### config.mk
export PLATFORM = sky130hd
export DESIGN_NAME = decode_stage
export DESIGN_NICKNAME = d
export VERILOG_FILES = /design/src/rtl/cpu_pkg.sv /design/src/rtl/imm_gen.sv /design/src/rtl/decode_stage.sv
export SDC_FILE = /design/constraint.sdc
export NUM_CORES = 1
export LEC_CHECK = 0
export CELL_PAD_IN_SITES_DETAIL_PLACEMENT = 2
export CELL_PAD_IN_SITES_GLOBAL_PLACEMENT = 2
export CORE_ASPECT_RATIO = 0.75
export CORE_MARGIN = 5
export CORE_UTILIZATION = 31
export DETAILED_ROUTE_END_ITERATION = 16
export GPL_TIMING_DRIVEN = 0
export HOLD_SLACK_MARGIN = 0.03
export PLACE_DENSITY = 0.83
export SETUP_SLACK_MARGIN = 0.3
export SYNTH_ARGS = -nofsm -noshare
export SYNTH_HDL_FRONTEND = slang
export SYNTH_SLANG_ARGS = --single-unit
### constraint.sdc
create_clock -name clk -period 3.25 [get_ports clk]
set_clock_uncertainty 0.05 [all_clocks]
set_input_delay 0.4875 -clock clk [delete_from_list [all_inputs] [get_ports clk]]
set_output_delay 0.4875 -clock clk [all_outputs]
set_load 0.03 [all_outputs]
### src/rtl/cpu_pkg.sv
// Shared decode types: ALU operations, immediate formats, RV32I opcodes and the
// decoded-control bundle carried by the decode output register.
package cpu_pkg;

  typedef enum logic [3:0] {
    ALU_ADD, ALU_SUB, ALU_SLL, ALU_SLT, ALU_SLTU, ALU_XOR,
    ALU_SRL, ALU_SRA, ALU_OR, ALU_AND, ALU_PASS_B
  } alu_op_e;

  typedef enum logic [2:0] {
    IMM_NONE, IMM_I, IMM_S, IMM_B, IMM_U, IMM_J
  } imm_fmt_e;

  localparam logic [6:0] OPC_LUI    = 7'b0110111;
  localparam logic [6:0] OPC_AUIPC  = 7'b0010111;
  localparam logic [6:0] OPC_JAL    = 7'b1101111;
  localparam logic [6:0] OPC_JALR   = 7'b1100111;
  localparam logic [6:0] OPC_BRANCH = 7'b1100011;
  localparam logic [6:0] OPC_LOAD   = 7'b0000011;
  localparam logic [6:0] OPC_STORE  = 7'b0100011;
  localparam logic [6:0] OPC_OPIMM  = 7'b0010011;
  localparam logic [6:0] OPC_OP     = 7'b0110011;
  localparam logic [6:0] OPC_FENCE  = 7'b0001111;

  typedef struct packed {
    logic [4:0] rd;
    alu_op_e    alu_op;
    logic       reg_write;
    logic       mem_read;
    logic       mem_write;
    logic       branch;
    logic       jump;
    logic       illegal;
  } ctrl_t;

  // alt is instr[30]; only register-register ops turn it into SUB.
  function automatic alu_op_e alu_from_f3(input logic [2:0] f3, input logic alt,
                                          input logic allow_sub);
    case (f3)
      3'b000:  return (alt && allow_sub) ? ALU_SUB : ALU_ADD;
      3'b001:  return ALU_SLL;
      3'b010:  return ALU_SLT;
      3'b011:  return ALU_SLTU;
      3'b100:  return ALU_XOR;
      3'b101:  return alt ? ALU_SRA : ALU_SRL;
      3'b110:  return ALU_OR;
      default: return ALU_AND;
    endcase
  endfunction

endpackage

### src/rtl/imm_gen.sv
// Immediate generator: sign-extended I/S/B/U/J immediate from the instruction word.
// Latency: combinational. Backpressure: none.
// Flow: pure function of its inputs, no handshake.
module imm_gen
  import cpu_pkg::*;
#(
  parameter int XLEN = 32
) (
  input  logic [31:7]     instr,
  input  imm_fmt_e        fmt,
  output logic [XLEN-1:0] imm
);

  logic [31:0] imm32;

  always_comb begin
    imm32 = '0;
    case (fmt)
      IMM_I:   imm32 = {{20{instr[31]}}, instr[31:20]};
      IMM_S:   imm32 = {{20{instr[31]}}, instr[31:25], instr[11:7]};
      IMM_B:   imm32 = {{19{instr[31]}}, instr[31], instr[7], instr[30:25], instr[11:8], 1'b0};
      IMM_U:   imm32 = {instr[31:12], 12'b0};
      IMM_J:   imm32 = {{11{instr[31]}}, instr[31], instr[19:12], instr[20], instr[30:21], 1'b0};
      default: imm32 = '0;
    endcase
  end

  assign imm = XLEN'($signed(imm32));

endmodule

### src/rtl/decode_stage.sv
// RV32I decode stage with RAW scoreboard and one-entry output register.
// Latency: 1 cycle accept-to-id_valid; rf read data aligned with id_valid.
// Backpressure: if_ready drops on flush, full-and-stalled output, or pending source.
module decode_stage
  import cpu_pkg::*;
#(
  parameter int XLEN = 32,
  parameter int NREG = 32
) (
  input  logic            clk,
  input  logic            rst_n,
  input  logic            if_valid,
  input  logic [31:0]     if_instr,
  input  logic [XLEN-1:0] if_pc,
  output logic            if_ready,
  output logic [4:0]      read_reg1,
  output logic [4:0]      read_reg2,
  output logic            id_valid,
  input  logic            id_ready,
  output logic [XLEN-1:0] id_pc,
  output logic [XLEN-1:0] id_imm,
  output logic [4:0]      id_rd,
  output alu_op_e         id_alu_op,
  output logic            id_reg_write,
  output logic            id_mem_read,
  output logic            id_mem_write,
  output logic            id_branch,
  output logic            id_jump,
  output logic            id_illegal,
  input  logic            flush,
  input  logic            wb_valid,
  input  logic [4:0]      wb_rd
);

  localparam logic [NREG-1:0] ONE = {{(NREG-1){1'b0}}, 1'b1};

  logic [6:0] opc;
  logic [2:0] funct3;
  logic [6:0] funct7;
  logic [4:0] rs1, rs2, rd;

  assign opc    = if_instr[6:0];
  assign rd     = if_instr[11:7];
  assign funct3 = if_instr[14:12];
  assign rs1    = if_instr[19:15];
  assign rs2    = if_instr[24:20];
  assign funct7 = if_instr[31:25];

  ctrl_t           d_ctrl, ctrl_q;
  imm_fmt_e        d_fmt;
  logic [XLEN-1:0] d_imm, imm_q, pc_q;
  logic            use_rs1, use_rs2, f7_ok;
  logic [4:0]      rs1_q, rs2_q;

  always_comb begin
    d_ctrl        = '0;
    d_ctrl.alu_op = ALU_ADD;
    d_fmt         = IMM_NONE;
    use_rs1       = 1'b1;
    use_rs2       = 1'b0;
    f7_ok         = (funct7 == 7'h00) || (funct7 == 7'h20);
    case (opc)
      OPC_LUI: begin
        d_fmt = IMM_U; d_ctrl.reg_write = 1'b1; d_ctrl.alu_op = ALU_PASS_B; use_rs1 = 1'b0;
      end
      OPC_AUIPC: begin
        d_fmt = IMM_U; d_ctrl.reg_write = 1'b1; use_rs1 = 1'b0;
      end
      OPC_JAL: begin
        d_fmt = IMM_J; d_ctrl.reg_write = 1'b1; d_ctrl.jump = 1'b1; use_rs1 = 1'b0;
      end
      OPC_JALR: begin
        d_fmt = IMM_I; d_ctrl.reg_write = 1'b1; d_ctrl.jump = 1'b1;
      end
      OPC_BRANCH: begin
        d_fmt = IMM_B; d_ctrl.branch = 1'b1; use_rs2 = 1'b1;
        case (funct3[2:1])
          2'b10:   d_ctrl.alu_op = ALU_SLT;
          2'b11:   d_ctrl.alu_op = ALU_SLTU;
          default: d_ctrl.alu_op = ALU_SUB;
        endcase
      end
      OPC_LOAD: begin
        d_fmt = IMM_I; d_ctrl.reg_write = 1'b1; d_ctrl.mem_read = 1'b1;
      end
      OPC_STORE: begin
        d_fmt = IMM_S; d_ctrl.mem_write = 1'b1; use_rs2 = 1'b1;
      end
      OPC_OPIMM: begin
        d_fmt = IMM_I; d_ctrl.reg_write = 1'b1;
        d_ctrl.alu_op = alu_from_f3(funct3, if_instr[30], 1'b0);
        if ((funct3 == 3'b001 || funct3 == 3'b101) && !f7_ok) d_ctrl.illegal = 1'b1;
      end
      OPC_OP: begin
        d_ctrl.reg_write = 1'b1; use_rs2 = 1'b1;
        d_ctrl.alu_op = alu_from_f3(funct3, if_instr[30], 1'b1);
        if (!f7_ok) d_ctrl.illegal = 1'b1;
      end
      OPC_FENCE: ;
      default: d_ctrl.illegal = 1'b1;
    endcase
    // Illegal instructions carry no side effects and no immediate.
    if (d_ctrl.illegal) begin
      d_ctrl.reg_write = 1'b0;
      d_ctrl.mem_read  = 1'b0;
      d_ctrl.mem_write = 1'b0;
      d_ctrl.alu_op    = ALU_ADD;
      d_fmt            = IMM_NONE;
    end
    if (rd == 5'd0) d_ctrl.reg_write = 1'b0;
    d_ctrl.rd = d_ctrl.reg_write ? rd : 5'd0;
  end

  imm_gen #(.XLEN(XLEN)) u_imm_gen (
    .instr (if_instr[31:7]),
    .fmt   (d_fmt),
    .imm   (d_imm)
  );

  logic [NREG-1:0] sb_q, wb_mask, pend_eff, sb_set;
  logic            rs1_busy, rs2_busy, hazard, accept, handoff;

  // A writeback in this cycle lands in the rf on negedge, so it already unblocks.
  assign wb_mask  = wb_valid ? (ONE << wb_rd) : '0;
  assign pend_eff = sb_q & ~wb_mask;
  assign rs1_busy = (rs1 != 5'd0) &&
                    (pend_eff[rs1] || (id_valid && ctrl_q.reg_write && ctrl_q.rd == rs1));
  assign rs2_busy = (rs2 != 5'd0) &&
                    (pend_eff[rs2] || (id_valid && ctrl_q.reg_write && ctrl_q.rd == rs2));
  assign hazard   = (use_rs1 && rs1_busy) || (use_rs2 && rs2_busy);

  assign if_ready = !flush && (!id_valid || id_ready) && !hazard;
  assign accept   = if_valid && if_ready;
  assign handoff  = id_valid && id_ready;
  assign sb_set   = (handoff && ctrl_q.reg_write && ctrl_q.rd != 5'd0) ? (ONE << ctrl_q.rd) : '0;

  assign read_reg1 = (id_valid && !id_ready) ? rs1_q : rs1;
  assign read_reg2 = (id_valid && !id_ready) ? rs2_q : rs2;

  always_ff @(posedge clk or negedge rst_n) begin
    if (!rst_n) begin
      sb_q <= '0;
    end else begin
      sb_q <= ((sb_q & ~wb_mask) | sb_set) & ~ONE;
    end
  end

  always_ff @(posedge clk or negedge rst_n) begin
    if (!rst_n) begin
      id_valid <= 1'b0;
      ctrl_q   <= '0;
      imm_q    <= '0;
      pc_q     <= '0;
      rs1_q    <= '0;
      rs2_q    <= '0;
    end else if (flush) begin
      id_valid <= 1'b0;
      ctrl_q   <= '0;
      imm_q    <= '0;
      pc_q     <= '0;
      rs1_q    <= '0;
      rs2_q    <= '0;
    end else if (accept) begin
      id_valid <= 1'b1;
      ctrl_q   <= d_ctrl;
      imm_q    <= d_imm;
      pc_q     <= if_pc;
      rs1_q    <= rs1;
      rs2_q    <= rs2;
    end else if (id_ready) begin
      id_valid <= 1'b0;
    end
  end

  assign id_pc        = pc_q;
  assign id_imm       = imm_q;
  assign id_rd        = ctrl_q.rd;
  assign id_alu_op    = ctrl_q.alu_op;
  assign id_reg_write = ctrl_q.reg_write;
  assign id_mem_read  = ctrl_q.mem_read;
  assign id_mem_write = ctrl_q.mem_write;
  assign id_branch    = ctrl_q.branch;
  assign id_jump      = ctrl_q.jump;
  assign id_illegal   = ctrl_q.illegal;

endmodule

# Yosys cells after proc, flatten, opt, wreduce, memory -nomap -nowiden
# Cells that the tools add are included.
[word_totals]
register_bits = 121
inputBits = 75
output_inout_bits = 91
[classes]
order_cmp = 2
n_eq_ne = 26
shift = 2
muxes = 43
n_bitwise = 3
n_reduce_logical = 41
[ops]
columns = ["cell", "count"]
rows = [
  ["$mux 32", 6],
  ["$pmux 32 s5", 1],
  ["$shl 1x5->32 const A", 2],
  ["$pmux 4 s7", 2],
  ["$mux 5", 7],
  ["$and 32x32->32", 1],
  ["$not 32->32", 1],
  ["$or 32x32->32", 1],
  ["$mux 15", 2],
  ["$eq 7x6->1 const B", 4],
  ["$eq 7x7->1 const B", 3],
  ["$mux 1", 17],
  ["$pmux 4 s4", 1],
  ["$eq 3x3->1 const B", 5],
  ["$logic_and 1x1->1", 15],
  ["$pmux 3 s5", 1],
  ["$reduce_bool 5->1", 3],
  ["$eq 7x5->1 const B", 2],
  ["$eq 3x2->1 const B", 4],
  ["$lt 5x6->1 const B", 2],
  ["$bmux 1 s5", 2],
  ["$eq 5x5->1", 2],
  ["$reduce_or 3->1", 3],
  ["$reduce_or 8->1", 1],
  ["other kinds (17)", 29],
]

# Depth between registers and ports, before layout
# Gate-level depths: netlist of run 1.
[depth]
depth_word = 15
ltp_mapped = 12
depth_no_buf = 8

# By module
# Synthesis of run 1 repeated with hierarchy kept, for this count alone.
[hier_totals]
hier_cells = 771
hier_area_um2 = 7221.9
[modules_own_cells]
columns = ["module", "n_inst", "cells_per_inst", "area_per_inst_um2", "seq_area_each_um2"]
rows = [
  ["decode_stage", 1, 705, 6831.6, 3027.9],
  ["imm_gen", 1, 66, 390.4, 0.0],
]

# Worst setup path after synthesis of run 1
# Ideal clock, no wire load.
[synth_timing]
path_kind = "in2out"
from = "input wb_rd[2]"
to = "output if_ready"
t_arrival_ns = 2.483
setup_slack_ns = 0.230
path_stages = 7
cell_sequence = "or4b_1 o21ai_1 mux4_2 a21boi_1 a2111oi_2 a21oi_1 nor2_1"
[synth_via]
elab_chain_len = 12
[synth_rtl]
columns = ["element", "line_no", "text"]
rows = [
  ["start: declaration", "decode_stage.sv:32", "input logic [4:0] wb_rd"],
  ["$shl 1x5->32 (*)", "decode_stage.sv:124", "assign wb_mask = wb_valid ? (ONE << wb_rd) : '0;"],
  ["$mux 32 (*)", "decode_stage.sv:124", ""],
  ["$not 32->32 (*)", "decode_stage.sv:125", "assign pend_eff = sb_q & ~wb_mask;"],
  ["$and 32x32->32 (*)", "decode_stage.sv:125", ""],
  ["$bmux 1 s5 (on tied branches)", "decode_stage.sv:127, decode_stage.sv:129", ""],
  ["$mux 1 (on tied branches)", "decode_stage.sv:127, decode_stage.sv:129", ""],
  ["$logic_or 1x1->1 (on tied branches)", "decode_stage.sv:127, decode_stage.sv:129", ""],
  ["$logic_and 1x1->1 (on tied branches)", "decode_stage.sv:126, decode_stage.sv:128", ""],
  ["$logic_and 1x1->1", "decode_stage.sv:130", "assign hazard = (use_rs1 && rs1_busy) || (use_rs2 && rs2_busy);"],
  ["$logic_or 1x1->1 (*)", "decode_stage.sv:130", ""],
  ["$logic_not 1->1 (*)", "decode_stage.sv:132", "assign if_ready = !flush && (!id_valid || id_ready) && !hazard;"],
  ["$logic_and 1x1->1 (*)", "decode_stage.sv:132", ""],
  ["end: declaration", "decode_stage.sv:15", "output logic if_ready,"],
]
# Every way passes the cells marked *; elsewhere a longest branch is shown, timed or not. The select of a mux whose other input is x is not followed.

# Worst setup path after layout of run 1
[layout_timing]
from = "input wb_rd[3]"
to = "output if_ready"
# The elaborated chain is that of the path after synthesis.

==> run_results.csv, run 1 <==
group,metric,value,unit
routing,firstDrtPassIters,5,
final_layout,regArea,3030,µm²
setup_path,critPathCaptureType,"output port",
sta,postLayoutSetupSlackWorst,0.200,ns
clock_tree,clock_sinks,121,
grt,grt_max_degree,73,
pwr,switchingPower,1.28,mW
pwr,pwr-share-comb,18.0,%
synth,avgSynthCellArea,9.83,µm²
synth,synth_area_leaders,"dfrtp_1 44%, mux2_1 7.8%, mux2i_1 6.9%, nor2b_1 5.0%, nand2b_1 4.2%",
grt,grt_use_total,23.9,%
clock_tree,clkLatencyLatePin,0.44,ns
routing,antenna_left,0,
synth,yosys.area.top_type,"dfrtp_1",
routing,totalWireLength,30900,µm
sta,fin_crit,3.05,ns
routing,drc,0,
synth,synth_top_family_by_area,"simple AND/OR/NAND/NOR gates",
sta,whs,0.0399,ns
synth,synth_adder_area_share,0,%
clock_tree,htreeDepth,4,
setup_path,crit_arrival,2.51,ns
place,globalplace.congestion,0.858,
synth,synthFlopType,"dfrtp_1",
clock_tree,ctsRootBufferMaster,"clkbuf_16",
setup_path,path_max_fanout,10,
place,place_hpwl,21400,µm
synth,yosysSeqAreaShare,44.5,%
die,die_area,25100,µm²
sta,tightest_slew,0.758,ns
sta,slew_violations,0,
place,portBuffers,159,
final_layout,area_growth,46.4,%
sta,fmax,328,MHz
synth,synth_cells,693,
sta,slew-limit-headroom,49.2,%
synth,synth.most_common_cell,"dfrtp_1",
routing,drtIter0Drc,487,
synth,netlist_area,6810,µm²
clock_tree,clkTransAtPathRegs,0.06,ns
routing,wire_per_inst,25.8,µm
synth,synth_top_area_share,44.5,%
synth,yosys-top-cells-count,"121 x dfrtp_1, 54 x nor2b_1, 54 x o21ai_0",
routing,vias_per_cell,5.58,
grt,grt_pass1_vias,7499,
sta,hold_viol,0,
sta,setup_viol,0,
sta,rsz0062_at_grt,"true",
pwr,p_int,3.04,mW
die,die_w,181,µm
final_layout,multi_input_area,3820,µm²
pwr,switching_share,29.7,%
die,rows,47,
setup_path,crit_path_start_kind,"primary input",
grt,grt-ovfl-total,0,
pwr,p_total,4.32,mW
synth,synth_compound_area_share,14.5,%
setup_path,critPathRequiredTime,2.71,ns
final_layout,nFillCells,2255,
setup_path,path_class,"primary input to output port",
pwr,powerDensity,433,nW/µm²
synth,syn_nets,768,
synth,synthArstFlopShare,100,%
place,place_ws,-1.19,ns
job,maxCapViolCount,0,
final_layout,drive_above_1_share,17.1,%
clock_tree,cts_tree,"yes",
pwr,p_clk_share,45.3,%
grt,grt_pass1_wl,46500,µm
die,initial_utilization,31.2,%
synth,ys_seq_elements,121,
synth,synth_edf_count,0,
sta,min_period_over_period,93.8,%
routing,vias,6674,
synth,synthXorXnorAreaFrac,1.16,%
pwr,leakagePower,4.25,nW
synth,muxShareOfSynthArea,16.0,%
final_layout,final_nets,965,
outcome,outcome,"completed",
pwr,ir_worst_vdd,0.258,mV
final_layout,diodes,0,
clock_tree,clk_path_buf_depth,2,
grt,grt_antenna_before_repair,0,
pwr,pwr-share-seq,36.7,%
die,io_pins,166,
die,die_h,138,µm
synth,ys_types,63,
synth,synth.yosys.warnings,0,
die,design.core.area,21800,µm²
clock_tree,cts_buffers,17,
synth,synthSimpleGateAreaFrac,20.1,%
hold_path,hp-class,"primary input to async pin",
## logic make-up after synthesis
kind of cell	after synthesis
simple gates	239
flops	121
xor+xnor	9
mux	100
compound gates	165
buf+inv	59
## flip-flops by register name (all words and copies together), names as in the netlist, 4 cells and up
name,count
sb_q,31
id_rd,5
rs1_q,5
rs2_q,5
id_pc,32
id_imm,32
id_alu_op,4
## cell usage in the layout (no fill, tap or decap), drive strengths merged, types with 5 or more instances in the layout
cell / count
clkdlybuf4s50: 137
dfrtp: 121
o21ai: 76
nor2b: 54
mux2: 51
clkbuf: 51
mux2i: 47
nand2b: 46
nand2: 44
buf: 39
a21oi: 31
nor2: 24
o211ai: 14
inv: 13
nor3: 11
nand4: 8
xnor2: 8
dlygate4sd2: 8
nand3: 8
a22oi: 7
o2111ai: 7
clkinvlp: 6
dlymetal6s2s: 6
or4: 5
a31oi: 5
or2: 5
clkinv: 5
## worst max-delay path, stage by stage
cell and delay [ns]:
clkdlybuf4s15_1 0.23, nand2b_4 0.19, clkbuf_8 0.19, o2111ai_2 0.19, o211ai_1 0.20, nor4_4 0.37
a31oi_2 0.16, and2_4 0.21, nor2_4 0.13, buf_6 0.15
## stage by stage
| step | instance area [µm²] | util (%) | instances | TNS (ns) |
|---|---|---|---|---|
| 3_5_place_dp | 8800 | 40.3 | 1147 | -66.23 |
| 2_1_floorplan | 6810 | - | 693 | 0 |
| 6_report | 9970 | 45.7 | 1197 | 0 |
| 5_1_grt | 9970 | 45.7 | 1197 | 0 |
| 3_3_place_gp | 8770 | 40.2 | 1146 | -484.90 |
| 4_1_cts | 9710 | 44.5 | 1189 | 0 |
## routing by layer
metal / global-route usage (%) / share of wire, %
met2: 38.0 / 47
met5: 0 / 0
met3: 8.51 / 8.6
met1: 31.2 / 43
met4: 5.76 / 1.5
## worst paths after layout
path,startpoint,end,slack [ns],cells past startpoint
min,rst_n,sb_q[14],0.04,1
min in group clk,wb_rd[2],sb_q[16],0.44,4
min reg2reg,sb_q[25],sb_q[25],0.48,2
max in group asynchronous,rst_n,id_rd[2],2.35,2
max,wb_rd[3],if_ready,0.20,10
max reg2reg,id_rd[0],id_pc[10],0.34,11
## area by class of cell
type,count,share of cell area [%]
clock buffers,18,4.41
repair buffers,178,17.9
flip-flops and latches,121,30.4
clock inverters,14,1.48
plain buffers,47,3.31
inverters,12,0.490
well taps,294,3.69
multi-input cells,513,38.4
## timing repair
item | 4_1_cts | 5_1_grt
endpoints found under the setup margin | 101 | 92
hold buffers | 0 | 0
setup buffers | 10 | 8
resized for setup | 120 | 68
cloned | 0 | 0
endpoints found under the hold margin | 0 | 0
pin swaps | 11 | 21
## power by group through the flow
| stage | combinational [mW] | sequential [mW] | clock [mW] |
|---|---|---|---|
| finish | 0.776 | 1.59 | 1.96 |
| global route | 0.820 | 1.59 | 2.08 |
| CTS | 0.744 | 1.59 | 1.98 |
| detailed placement | 0.704 | 1.61 | 0 |
| global placement | 0.683 | 1.61 | 0 |
| floorplan | 0.271 | 1.69 | 0 |
Power figures use the tool's default switching activity.
==> inputs of run 2 (changes only) <==
CTS_BUF_LIST = sky130_fd_sc_hd__clkbuf_16   (was default)
SETUP_SLACK_MARGIN = 0.5   (was 0.3)
==> run_results.csv, run 2 (synthesis gave the netlist of run 1 again) <==
group,metric,value,unit
sta,fmax,304,MHz
final_layout,area_growth,59.1,%
grt,grt-ovfl-total,0,
clock_tree,clkTransAtPathRegs,0.06,ns
hold_path,hp-start,"wb_rd[4]",
grt,grt_pass1_wl,49300,µm
routing,wire_per_inst,34.4,µm
sta,hold_viol,0,
final_layout,drive_above_1_share,27.0,%
setup_path,path_class,"primary input to output port",
setup_path,rr_endpoint,"id_rd[2]",
outcome,outcome,"finished with violations",
setup_path,slowest_stage,"clkdlybuf4s50_1",
setup_path,critPathRequiredTime,2.71,ns
clock_tree,htreeDepth,4,
clock_tree,clock_sinks,121,
routing,totalWireLength,42100,µm
setup_path,crit_path_start_kind,"primary input",
place,portBuffers,159,
pwr,switchingPower,1.52,mW
die,io_pins,166,
routing,drtIter0Drc,959,
setup_path,crit_arrival,2.75,ns
pwr,pwr-share-comb,21.7,%
final_layout,diodes,0,
grt,grt_max_degree,74,
die,die_area,25100,µm²
setup_path,r2r-start,"id_rd[2]",
setup_path,path_max_fanout,6,
routing,vias_per_cell,6.10,
pwr,p_total,4.67,mW
clock_tree,clk_path_buf_depth,2,
final_layout,mostFrequentLayoutCell,"clkdlybuf4s50_1",
sta,postLayoutSetupSlackWorst,-0.0372,ns
sta,slew_violations,0,
pwr,powerDensity,431,nW/µm²
setup_path,critPathCaptureType,"output port",
setup_path,cp_num_buf_inv,2,
clock_tree,clkLatencyLatePin,0.45,ns
sta,rsz0062_at_grt,"true",
die,design.core.area,21800,µm²
sta,min_period_over_period,101,%
setup_path,crit_family,"buffers and inverters",
routing,vias,7463,
pwr,p_clk_share,44.2,%
pwr,switching_share,32.5,%
pwr,leakagePower,4.68,nW
job,maxCapViolCount,0,
routing,firstDrtPassIters,6,
routing,antenna_left,0,
pwr,pwr-share-seq,34.1,%
place,place_hpwl,21800,µm
hold_path,holdPathEnd,"sb_q[17]",
grt,grt_use_total,25.6,%
hold_path,holdPathStages,4,
die,die_w,181,µm
clock_tree,cts_buffers,17,
die,initial_utilization,31.2,%
setup_path,reg2regPathDepth,13,
final_layout,final_nets,991,
final_layout,nFillCells,2121,
clock_tree,cts_tree,"yes",
die,die_h,138,µm
setup_path,cp_cell_sequence,"clkdlybuf4s50_1 -> nand3_1 -> a21oi_2 -> o21ai_0 -> and3_1 -> nand4_1 -> a21oi_4 -> nor2_4 -> buf_6",
final_layout,fin_cells,1223,
clock_tree,ctsRootBufferMaster,"clkbuf_16",
place,dp_cells,1147,
setup_path,regToRegSetupSlack,0.15,ns
outcome,failed_checks,"negative setup slack",
place,globalplace.congestion,0.861,
hold_path,hp-class,"primary input to register",
die,rows,47,
setup_path,critical_path.max_stage_delay,0.67,ns
final_layout,final_cell_mix,"135 x clkdlybuf4s50_1, 120 x dfrtp_1, 53 x nor2b_1",
pwr,p_int,3.15,mW
sta,tightest_slew,0.805,ns
sta,fin_crit,3.29,ns
sta,slew-limit-headroom,46.3,%
routing,drc,0,
grt,grt_pass1_vias,7519,
grt,grt_antenna_before_repair,0,
pwr,ir_worst_vdd,0.298,mV
sta,setup_viol,1,
[run 2: repair_timing]
item,4_1_cts,5_1_grt
pin swaps,16,18
resized for setup,138,174
setup endpoints to repair,101,101
hold endpoints to repair,48,0
hold buffers,1,0
gates cloned,1,9
setup buffers,13,20
[run 2: worst max-delay path by stage]
stage	depth (start not counted)	start	end
6_report	9	if_instr[2]	if_ready
5_1_grt	10	id_rd[2]	if_ready
4_1_cts	10	if_instr[21]	if_ready
3_5_place_dp	10	if_instr[21]	if_ready
3_3_place_gp	1	rst_n	sb_q[16]
2_1_floorplan	9	wb_rd[2]	id_alu_op[0]
[run 2: per-layer routing]
metal	track usage (%)	vias to the layer above	routed length (µm)	share of wire [%]
met5	0	-	0	0
met4	7.42	0	2040	4.8
met3	5.17	136	3200	7.6
met2	41.7	462	20100	48
met1	34.8	3912	16800	40
li1	-	2953	-	-
[run 2: worst reg2reg max path, cell delays in order, from the launching register on]
cell      delay [ns]
dfrtp_1         0.41
buf_6           0.15
xnor2_2         0.21
nand4_1         0.16
or3_4           0.44
o311ai_2        0.10
o31ai_1         0.15
buf_4           0.18
a21o_1          0.20
nand3_4         0.15
buf_12          0.20
buf_12          0.18
buf_12          0.16
mux2i_2         0.27
[run 2: area by class of cell]
| cell class | instances | area (µm²) | area share [%] |
|---|---|---|---|
| Buffer | 47 | 427 | 3.94 |
| Tap cell | 294 | 368 | 3.40 |
| Inverter | 12 | 48.8 | 0.451 |
| Timing Repair Buffer | 204 | 2210 | 20.4 |
| Multi-Input combinational cell | 513 | 4160 | 38.4 |
| Clock inverter | 15 | 165 | 1.52 |
| Clock buffer | 17 | 425 | 3.93 |
| Sequential cell | 121 | 3030 | 28.0 |
[run 2: per-stage QoR]
step | utilization [%] | hold slack, ns | worst slack [ns] | instance area (µm²) | setup TNS [ns]
floorplan | - | 0.142 | 0.494 | 6830 | 0
global placement | 40.3 | 0.448 | -3.45 | 8790 | -471.74
detailed placement | 40.4 | 0.412 | -1.09 | 8820 | -66.52
CTS | 45.1 | 0.459 | 0.110 | 9830 | 0
global route | 49.6 | 0.480 | 0.00120 | 10800 | 0
finish | 49.6 | 0.455 | -0.0372 | 10800 | -0.0372
[run 2: power by group through the flow]
stage | clock network [mW] | logic (mW) | registers, mW
after global routing | 2.13 | 1.03 | 1.60
after detailed placement | 0 | 0.709 | 1.61
final | 2.06 | 1.01 | 1.60
after floorplan | 0 | 0.273 | 1.69
after CTS | 1.99 | 0.772 | 1.59
after global placement | 0 | 0.688 | 1.61
==> inputs of run 3 (changes only) <==
CORE_MARGIN = 3   (was 5)
==> run_results.csv, run 3 (synthesis gave the netlist of run 1 again) <==
group,metric,value,unit
die,die_w,177,µm
hold_path,holdPathEnd,"sb_q[16]",
clock_tree,clkTransAtPathRegs,0.06,ns
hold_path,hp-class,"primary input to register",
setup_path,path_max_fanout,5,
clock_tree,ctsRootBufferMaster,"clkbuf_16",
job,maxCapViolCount,0,
setup_path,r2r-start,"id_rd[4]",
setup_path,slowest_stage,"o2111ai_2",
final_layout,regArea,3030,µm²
routing,drc,0,
routing,firstDrtPassIters,6,
final_layout,multi_input_area,4240,µm²
die,io_pins,166,
sta,fin_crit,3.51,ns
routing,wire_per_inst,38.9,µm
sta,hold_viol,0,
clock_tree,cts_tree,"yes",
clock_tree,clock_sinks,121,
final_layout,area_growth,61.6,%
sta,fmax,284,MHz
place,globalplace.congestion,0.871,
clock_tree,cts_buffers,17,
die,design.core.area,21400,µm²
die,die_area,23800,µm²
die,rows,46,
hold_path,holdPathStages,4,
pwr,ir_worst_vdd,0.395,mV
place,place_hpwl,21700,µm
sta,rsz0062_at_grt,"true",
routing,drtIter0Drc,853,
clock_tree,clk_path_buf_depth,2,
setup_path,cp_common_cell,"buf_4",
setup_path,critPathRequiredTime,2.71,ns
sta,whs,0.435,ns
final_layout,drive_above_1_share,28.6,%
setup_path,path_class,"primary input to output port",
grt,grt_max_degree,66,
die,initial_utilization,31.9,%
setup_path,cp_cell_sequence,"buf_8 -> buf_4 -> nand4b_1 -> buf_4 -> o21ai_1 -> o211ai_1 -> o2111ai_2 -> a31oi_2 -> and2_2 -> nor2_2 -> buf_6",
routing,antenna_left,0,
die,die_h,134,µm
final_layout,post-route-util,51.5,%
setup_path,crit_path_start_kind,"primary input",
hold_path,hp-start,"wb_rd[0]",
sta,postLayoutSetupSlackWorst,-0.265,ns
setup_path,crit_arrival,2.98,ns
outcome,outcome,"finished with violations",
sta,tightest_slew,1.22,ns
sta,slew-limit-headroom,17.3,%
sta,slew_violations,0,
clock_tree,clkLatencyLatePin,0.46,ns
grt,grt_antenna_before_repair,2,
grt,grt_pass1_vias,8228,
setup_path,regToRegSetupSlack,-0.06,ns
grt,grt-ovfl-total,0,
setup_path,reg2regPathDepth,13,
pwr,leakagePower,4.69,nW
grt,grt_use_total,34.2,%
setup_path,critical_path.max_stage_delay,0.42,ns
place,placed_cell_area,8810,µm²
clock_tree,htreeDepth,4,
final_layout,final_nets,999,
sta,min_period_over_period,108,%
final_layout,design_area,11000,µm²
routing,totalWireLength,47800,µm
setup_path,rr_endpoint,"id_alu_op[3]",
sta,finalSetupTns,-11.11,ns
place,dp_cells,1141,
setup_path,critPathCaptureType,"output port",
final_layout,nFillCells,2032,
place,portBuffers,159,
routing,vias,7995,
routing,vias_per_cell,6.51,
grt,grt_pass1_wl,59200,µm
final_layout,final_cell_mix,"135 x clkdlybuf4s50_1, 120 x dfrtp_1, 54 x nor2b_1",
sta,setup_viol,88,
outcome,failed_checks,"negative setup slack",
final_layout,mostFrequentLayoutCell,"clkdlybuf4s50_1",
pwr,powerDensity,439,nW/µm²
final_layout,fin_cells,1228,
run 3: cell types whose count changed in the layout (fill, tap and decap cells not counted), sizes merged, moves of 2 or more:
| cell | delta |
|---|---|
| dlymetal6s2s | -2 |
| dlygate4sd2 | +2 |
| buf | +13 |
| clkbuf | -5 |
| inv | -6 |
| diode | +4 |
| clkinv | +4 |
run 3: how the worst max path moves through the flow:
stage / cells after the start / slack [ns] / startpoint / endpoint
3_5_place_dp: 9 / -1.14 / wb_rd[1] / if_ready
6_report: 11 / -0.26 / wb_rd[0] / if_ready
2_1_floorplan: 9 / 0.49 / wb_rd[2] / id_alu_op[0]
5_1_grt: 11 / -0.24 / wb_rd[0] / if_ready
4_1_cts: 9 / 0.12 / wb_rd[0] / if_ready
3_3_place_gp: 1 / -3.46 / rst_n / sb_q[22]
run 3: metrics by stage:
step / setup WS [ns] / power (mW)
floorplan: 0.494 / 1.96
global placement: -3.46 / 2.29
detailed placement: -1.14 / 2.32
CTS: 0.123 / 4.53
global route: -0.242 / 4.88
finish: -0.265 / 4.83
run 3: worst max-delay path: cells and delay by family:
kind	cells	cell delay, ns
AND/OR/NAND/NOR	3	0.73
buffers and inverters	4	0.66
AO/OA/AOI/OAI	4	1.09
run 3: area by class of cell:
type | instances | share of cell area, %
Multi-Input combinational cell | 514 | 38.6
Clock inverter | 14 | 1.60
Clock buffer | 17 | 3.87
Antenna cell | 4 | 0.0910
Timing Repair Buffer | 211 | 20.9
Tap cell | 288 | 3.28
Buffer | 47 | 3.74
Inverter | 12 | 0.478
Sequential cell | 121 | 27.5
run 3: repair_timing:
| action | CTS | global route |
|---|---|---|
| gates resized for setup | 229 | 105 |
| hold endpoints to repair | 9 | 0 |
| hold buffers | 1 | 0 |
| endpoints found under the setup margin | 101 | 99 |
| gates cloned | 9 | 1 |
| setup buffers | 27 | 14 |
| pin swaps | 12 | 16 |
run 3: power breakdown:
part | switching (mW) | internal [mW] | leakage (nW)
clock | 0.930 | 1.21 | 0.289
sequential | 0.0459 | 1.56 | 1.66
combinational | 0.605 | 0.482 | 2.74
total | 1.58 | 3.25 | 4.69
run 3: metal layers:
metal,track usage (%),share of wire (%),up-vias
met5,0,0,-
met4,16.0,8.0,0
met3,8.09,8.4,272
met2,57.1,47,710
met1,41.9,37,4040
li1,-,-,2973
